[config.mk]
export PLATFORM = sky130hd
export DESIGN_NAME = plic_arbiter
export DESIGN_NICKNAME = d
export VERILOG_FILES = /design/src/rtl/plic_arbiter.sv
export SDC_FILE = /design/constraint.sdc
export NUM_CORES = 1
export LEC_CHECK = 0
export CORE_MARGIN = 2
export CORE_UTILIZATION = 34
export CTS_CLUSTER_SIZE = 10
export DETAILED_ROUTE_END_ITERATION = 10
export PLACE_DENSITY = 0.77
export RECOVER_POWER = 100
export SLEW_MARGIN = 5
export SYNTH_ARGS = -nofsm -noshare
export SYNTH_HDL_FRONTEND = slang
export SYNTH_SLANG_ARGS = --single-unit
[constraint.sdc]
create_clock -name pclk -period 1.2 [get_ports pclk]
set_input_delay 0.24 -clock pclk [delete_from_list [all_inputs] [get_ports pclk]]
set_output_delay 0.24 -clock pclk [all_outputs]
set_load 0.01 [all_outputs]
[src/rtl/plic_arbiter.sv]
// plic_arbiter
// Picks the highest-priority eligible interrupt source out of eight. It raises
// a request to the CPU and tracks the request through acknowledge, service and
// end-of-interrupt.
//
// Ports
//   pclk, preset_n   clock, asynchronous active-low reset
//   isr[7:0]         latched IRQ status, one bit per source
//   ier[7:0]         IRQ enable, one bit per source
//   ipr[31:0]        priority fields: ipr[4i+2:4i] for source i (0 masks it, 7 is highest)
//   tmo[31:0]        timeout count; a request times out when it reads zero
//   tmo_en           timeout counting active
//   cpu_ack          one-cycle CPU acceptance of the pending request
//   cpu_eoi          one-cycle CPU end-of-interrupt
//   irq_req          request to CPU
//   irq_id/irq_prio  source index and priority being requested or serviced
//   I_flag           request outstanding and not yet acknowledged
//   tmo_evt          one-cycle pulse after a request timed out
//   in_service       CPU is servicing irq_id
//   dbg_state        current FSM state (IDLE=0, ARB=1, REQ=2, SERVE=3)
//
// Handshake: irq_req acts as "valid" and cpu_ack acts as "ready". The request
// stays up, with irq_id/irq_prio stable, until one of three events ends it:
// it is accepted in a cycle where irq_req && cpu_ack, it times out, or its
// source stops being eligible. cpu_ack is ignored whenever irq_req is low.
// cpu_eoi is ignored whenever in_service is low.
module plic_arbiter (
  input  logic        pclk,
  input  logic        preset_n,
  input  logic [7:0]  isr,
  input  logic [7:0]  ier,
  input  logic [31:0] ipr,
  input  logic [31:0] tmo,
  input  logic        tmo_en,
  input  logic        cpu_ack,
  input  logic        cpu_eoi,
  output logic        irq_req,
  output logic [2:0]  irq_id,
  output logic [2:0]  irq_prio,
  output logic        I_flag,
  output logic        tmo_evt,
  output logic        in_service,
  output logic [1:0]  dbg_state
);

  localparam logic [1:0] ST_IDLE  = 2'd0;
  localparam logic [1:0] ST_ARB   = 2'd1;
  localparam logic [1:0] ST_REQ   = 2'd2;
  localparam logic [1:0] ST_SERVE = 2'd3;

  logic [1:0] state_q, state_d;
  logic [2:0] irq_id_q, irq_id_d;
  logic [2:0] irq_prio_q, irq_prio_d;
  logic       tmo_evt_q, tmo_evt_d;

  logic [7:0] eligible;
  logic       any_eligible;
  logic [2:0] best_id;
  logic [2:0] best_prio;

  // Bit 3 of every priority nibble carries no meaning.
  logic unused_ipr;
  assign unused_ipr = ^(ipr & 32'h8888_8888);

  // Eligibility and winner search. The strict '>' keeps the earlier, lower
  // index on equal priority. Any eligible source has a priority of at least 1,
  // so a start value of 0 always loses to it.
  always_comb begin
    eligible  = '0;
    best_id   = '0;
    best_prio = '0;
    for (int i = 0; i < 8; i++) begin
      eligible[i] = isr[i] & ier[i] & (|ipr[4*i +: 3]);
      if (eligible[i] && (ipr[4*i +: 3] > best_prio)) begin
        best_prio = ipr[4*i +: 3];
        best_id   = 3'(i);
      end
    end
    any_eligible = |eligible;
  end

  always_comb begin
    state_d    = state_q;
    irq_id_d   = irq_id_q;
    irq_prio_d = irq_prio_q;
    tmo_evt_d  = 1'b0;
    case (state_q)
      ST_IDLE: begin
        if (any_eligible) state_d = ST_ARB;
      end
      ST_ARB: begin
        if (any_eligible) begin
          irq_id_d   = best_id;
          irq_prio_d = best_prio;
          state_d    = ST_REQ;
        end else begin
          state_d = ST_IDLE;
        end
      end
      ST_REQ: begin
        // Acceptance wins over timeout, and timeout wins over withdrawal.
        if (cpu_ack) begin
          state_d = ST_SERVE;
        end else if (tmo_en && (tmo == 32'd0)) begin
          tmo_evt_d = 1'b1;
          state_d   = ST_IDLE;
        end else if (!eligible[irq_id_q]) begin
          state_d = ST_IDLE;
        end
      end
      ST_SERVE: begin
        if (cpu_eoi) state_d = ST_IDLE;
      end
      default: state_d = ST_IDLE;
    endcase
  end

  always_ff @(posedge pclk or negedge preset_n) begin
    if (!preset_n) begin
      state_q    <= ST_IDLE;
      irq_id_q   <= '0;
      irq_prio_q <= '0;
      tmo_evt_q  <= 1'b0;
    end else begin
      state_q    <= state_d;
      irq_id_q   <= irq_id_d;
      irq_prio_q <= irq_prio_d;
      tmo_evt_q  <= tmo_evt_d;
    end
  end

  // Every output comes straight from a flop or a decode of state_q, so no
  // input can reach an output combinationally.
  assign irq_req    = (state_q == ST_REQ);
  assign I_flag     = (state_q == ST_REQ);
  assign in_service = (state_q == ST_SERVE);
  assign irq_id     = irq_id_q;
  assign irq_prio   = irq_prio_q;
  assign tmo_evt    = tmo_evt_q;
  assign dbg_state  = state_q;

endmodule

==> flow_summary.json, run 1 <==
{
  "ctsHoldBuffers": 0,
  "endpoint": "irq_prio[2]",
  "fp-row-count": 24,
  "fill_cells": 183,
  "die_h_um": 71.36,
  "cpPeakStageDelay_ns": 0.35,
  "finalWorstSetupSlack_ns": -7.084,
  "synth.top_cells.by_count": "nand2_1 (27), nor2_1 (18), inv_1 (15)",
  "grt_pass1_wl_um": 11960,
  "slew_viol_final": 0,
  "place_ws_ns": -7.612,
  "syn_nets": 305,
  "synth_top_area_share_pct": 14.60,
  "drtPass1Iterations": 5,
  "nets": 504,
  "p_leak_nw": 1.949,
  "cts_buffers": 3,
  "critPathCaptureType": "flip-flop",
  "seq_area_um2": 225.2,
  "cts.path.max_buffers": 2,
  "start_kind": "input port",
  "via_count": 2844,
  "syn_area_per_cell_um2": 7.453,
  "synth_cell_types": 56,
  "period_share_pct": 690.3,
  "period_needed_ns": 8.284,
  "synth_most_common_cell": "nand2_1",
  "intPower_mw": 2.412,
  "p_total_mw": 4.181,
  "via_per_inst": 6.223,
  "yosys_warnings": 0,
  "fmax_mhz": 120.7,
  "overflow": 0,
  "dp_cells": 421,
  "clk_pin_slew_ns": 0.05,
  "crit_top_cell": "ha_4",
  "yosysSeqAreaShare_pct": 14.60,
  "finalHoldWorstSlack_ns": 0.3739,
  "power_frac_seq_pct": 13.2,
  "place_congestion": 0.8546,
  "status": "complete, but fails checks",
  "setup_viol": 14,
  "diodes": 0,
  "drc": 0,
  "fin_util_pct": 90.57,
  "worstSetupStartpoint": "ier[0]",
  "async_flop_share_pct": 100.0,
  "cp_slowest_cell": "mux2_4",
  "instances_no_fill": 457,
  "antenna_found_initial": 0,
  "finalHoldViolCount": 0,
  "r2r_cells": 6,
  "core_um2": 4354,
  "finClkSkew_ns": 0.003531,
  "wirelength_um": 10010,
  "critical_path_arrival_ns": 8.41,
  "relSlewSlack_pct": 71.40,
  "cap_violations": 0,
  "portBuffers": 88,
  "r2r_end": "irq_prio[1]",
  "netSwitchingFraction_pct": 42.30,
  "setup_tns_ns": -43.56,
  "htreeDepth": 1,
  "cts_tree": "done",
  "worstSetupPathType": "input port to flip-flop",
  "r2r-start": "dbg_state[1]",
  "switchingPower_mw": 1.769,
  "drive_gt1_share_pct": 59.01,
  "dieArea_um2": 5092,
  "peakVddDrop_mv": 1.326,
  "rsz0062_at_grt": "yes",
  "grt.total_usage_pct": 29.25,
  "pwr_density_cell_nw_per_um2": 1060,
  "cp.required_ns": 1.33,
  "drtIter0Drc": 267,
  "ff2ff_setup_slack_ns": -0.48,
  "worst_slew_pin_slew_ns": 0.4171,
  "synthCells": 207,
  "grt_pass1_vias": 2599,
  "path_max_fanout": 7,
  "io_pins": 97,
  "hp-class": "input port to async pin",
  "p_clk_share_pct": 9.0,
  "ys_seq_elements": 9,
  "clkLatencyLatePin_ns": 0.25,
  "violations": "setup timing",
  "grt_max_degree": 10,
  "clkSinkCount": 9,
  "combinationalPowerShare_pct": 77.7,
  "yosys-top-cells-area": "dfrtp_1 (15%), ha_1 (11%), nand2_1 (6.6%)",
  "hpwl_um": 5500,
  "place_area_um2": 3248,
  "clockRootBuffer": "clkbuf_8",
  "drt-wirelength-per-cell_um": 21.91,
  "synth-edff-count": 0,
  "area_growth_pct": 155.6,
  "yosys.area.top_type": "dfrtp_1",
  "final_area_um2": 3944,
  "synthesis.area_um2": 1543,
  "die_w_um": 71.36,
  "ant_nets": 0,
  "synth-main-ff-cell": "dfrtp_1",
  "multi_input_area_um2": 1837,
  "initial_core_util_pct": 35.43
}
==> sequential cells by signal, summed over array words and instances, names as in the netlist <==
signal / count
tmo_evt: 1
dbg_state: 2
irq_id: 3
irq_prio: 3
==> critical path: cells and delay by family <==
kind | cells | cell delay, ns
mux | 5 | 1.63
simple gates | 17 | 2.19
fa+ha+maj | 7 | 1.63
compound gates | 16 | 2.44
buf+inv | 2 | 0.24
==> final cells by class <==
cell class | instances | share of cell area, %
clock buffer | 4 | 1.142
multi-input combinational | 180 | 46.57
timing repair buffer | 197 | 43.50
tap | 52 | 1.650
sequential | 9 | 5.711
inverter | 15 | 1.428
==> timing repair <==
action,in CTS,in global routing
gates resized for setup,187,113
hold endpoints to repair,0,0
setup buffers,22,20
endpoints found under the setup margin,21,14
pin swaps,62,56
==> metal layers <==
metal	up-vias	share of wire, %	track usage (%)
met5	-	0	0
met3	79	7.8	3.938
met4	0	7.2	10.48
li1	1201	-	-
met2	207	52	56.17
met1	1357	33	32.44
==> cells by family after synthesis <==
family                   after synthesis  synth area share [%]
adder cells (fa/ha/maj)               14                 11.19
AO/OA/AOI/OAI                         69                 33.25
AND/OR/NAND/NOR                       88                 28.22
buffers and inverters                 18                 5.109
flip-flops                             9                 14.60
multiplexers                           9                 7.624
==> worst min-delay path by stage <==
stage / end / slack [ns]
after floorplan: dbg_state[0] / -0.06
after global placement: irq_prio[2] / 0.47
after detailed placement: irq_prio[2] / 0.47
after CTS: irq_prio[2] / 0.31
after global routing: irq_prio[0] / 0.41
final: irq_id[1] / 0.37
==> power groups by stage <==
stage / Combinational [mW] / Clock (mW) / Sequential [mW]
6_report: 3.25 / 0.378 / 0.553
5_1_grt: 3.40 / 0.388 / 0.560
4_1_cts: 2.73 / 0.370 / 0.529
3_5_place_dp: 2.40 / 0 / 0.531
3_3_place_gp: 2.33 / 0 / 0.528
2_1_floorplan: 1.01 / 0 / 0.613
==> cells in the final DEF (no fill, tap or decap), types with 7 or more instances in the layout <==
master / instances
nor2_1: 9
ha_4: 9
clkbuf_2: 15
dlygate4sd2_1: 22
o21ai_1: 7
dlymetal6s2s_1: 20
buf_4: 91
buf_6: 27
nand2_1: 21
dfrtp_1: 9
inv_1: 13
No activity file was read; power rests on OpenSTA's default activity.
==> run 2, diff against run 1 <==
CORE_ASPECT_RATIO = 1.5   (was unset)
REMOVE_ABC_BUFFERS = 1   (was unset)
==> run 2 against run 1 <==
Against the previous run: the run still ends with setup timing left; worst hold slack better by 0.032 ns; critical path depth shrank 3; sequential power up 3%; clock skew up 0.0043 ns; routed wire length increased by 2.0%.
==> flow_summary.json, run 2 (same netlist as run 1, synthesis figures left out) <==
{
  "multi_input_area_um2": 1730,
  "hp-class": "input port to async pin",
  "cts_buffers": 3,
  "relSlewSlack_pct": 63.82,
  "nets": 516,
  "grt_pass1_vias": 2920,
  "wirelength_um": 10210,
  "period_share_pct": 689.5,
  "ant_nets": 0,
  "cp.required_ns": 1.35,
  "final_common_cell": "buf_4",
  "via_count": 2863,
  "critPathCaptureType": "flip-flop",
  "cpPeakStageDelay_ns": 0.35,
  "slew_viol_final": 0,
  "cap_violations": 0,
  "clk_pin_slew_ns": 0.05,
  "drtPass1Iterations": 6,
  "cts.path.max_buffers": 2,
  "worstSetupPathType": "input port to flip-flop",
  "m1WireLength_um": 3190,
  "violations": "setup timing",
  "seq_area_um2": 227.7,
  "clkSinkCount": 9,
  "wl_met3_um": 545,
  "htreeDepth": 1,
  "overflow": 0,
  "finClkSkew_ns": 0.007819,
  "clockRootBuffer": "clkbuf_8",
  "rsz0062_at_grt": "yes",
  "drive_gt1_share_pct": 54.44,
  "p_leak_nw": 1.921,
  "dieArea_um2": 5104,
  "drt-wirelength-per-cell_um": 21.91,
  "fp-row-count": 30,
  "fill_cells": 195,
  "cts_tree": "done",
  "drtIter0Drc": 151,
  "via_per_inst": 6.144,
  "setup_viol": 15,
  "critical_path_arrival_ns": 8.43,
  "period_needed_ns": 8.274,
  "cp_slowest_cell": "a221o_1",
  "grt.total_usage_pct": 33.13,
  "place_congestion": 1.001,
  "worst_slew_pin_slew_ns": 0.5427,
  "path_max_fanout": 7,
  "top_layer": "met4",
  "drc": 0,
  "antenna_found_initial": 1,
  "finalWorstSetupSlack_ns": -7.074,
  "hpwl_um": 5242,
  "finalHoldViolCount": 0,
  "die_w_um": 59,
  "grt_max_degree": 10,
  "initial_core_util_pct": 34.83,
  "die_h_um": 86.50,
  "final_area_um2": 3920,
  "grt_pass1_wl_um": 12950,
  "final_cell_mix": "buf_4 (104), dlygate4sd2_1 (28), buf_6 (24)",
  "io_pins": 97,
  "status": "complete, but fails checks",
  "area_growth_pct": 154.1,
  "pwr_density_cell_nw_per_um2": 1072,
  "fmax_mhz": 120.9,
  "wl_met2_um": 5639,
  "clkLatencyLatePin_ns": 0.24,
  "peakVddDrop_mv": 1.436,
  "core_um2": 4429,
  "portBuffers": 88,
  "setup_tns_ns": -43.83,
  "place_area_um2": 3077,
  "start_kind": "input port"
}
## run 2: changes by cell type in the layout (fill, tap and decap cells not counted), moves of 4 or more
cell,previous run,this run
o21ai_2,4,0
buf_4,91,104
clkbuf_2,15,6
clkdlybuf4s50_1,5,11
dlymetal6s2s_1,20,16
dlygate4sd2_1,22,28
## run 2: final timing paths
kind	startpoint	cells after the start	endpoint	slack, ns
worst max-delay path	ipr[2]	44	irq_id[1]	-7.07
worst max register to register	irq_id[0]	8	dbg_state[1]	-0.33
worst min register to register	irq_prio[1]	2	irq_prio[1]	0.48
worst min-delay path	preset_n	1	irq_id[0]	0.41
max in group asynchronous	preset_n	1	dbg_state[1]	0.42
min in group pclk	irq_prio[1]	2	irq_prio[1]	0.48
## run 2: report_power, final
part	switching [mW]	internal, mW	total [mW]
logic	1.48	1.78	3.26
clock network	0.140	0.233	0.373
registers	0.129	0.438	0.567
total	1.75	2.45	4.20
## run 2: per-layer routing
metal  vias up  track usage, %
li1       1223               -
met4         0           23.14
met5         -               0
met2       194           64.85
met1      1363           29.03
met3        83           4.627
## run 2: repair_timing
item,CTS,global route
hold buffers,0,0
setup buffers,30,19
endpoints found under the setup margin,21,15
cloned,0,0
pin swaps,68,58
gates resized for setup,228,61
## run 2: layout make-up
cell class / count / share of cell area, %
Clock buffer: 4 / 1.149
Multi-Input combinational cell: 180 / 44.14
Timing Repair Buffer: 209 / 45.87
Antenna cell: 1 / 0.06384
Tap cell: 48 / 1.532
Sequential cell: 9 / 5.809
Inverter: 15 / 1.436
## run 2: worst max-delay path: cells and delay by family
family | cells | cell delay (ns)
AO/OA/AOI/OAI | 13 | 2.51
adder cells (fa/ha/maj) | 7 | 1.84
AND/OR/NAND/NOR | 15 | 1.61
buffers and inverters | 3 | 0.37
multiplexers | 6 | 1.85
## run 2: stage by stage
stage	power [mW]	util (%)	worst slack, ns	std cells	hold slack (ns)
finish	4.203	88.50	-7.074	466	0.4056
global placement	2.725	69.46	-7.828	422	0.4709
detailed placement	2.768	69.46	-8.100	422	0.4815
CTS	3.728	83.98	-6.629	454	0.3350
global route	4.391	88.50	-7.384	466	0.4215
floorplan	1.411	-	-7.587	204	-0.05559
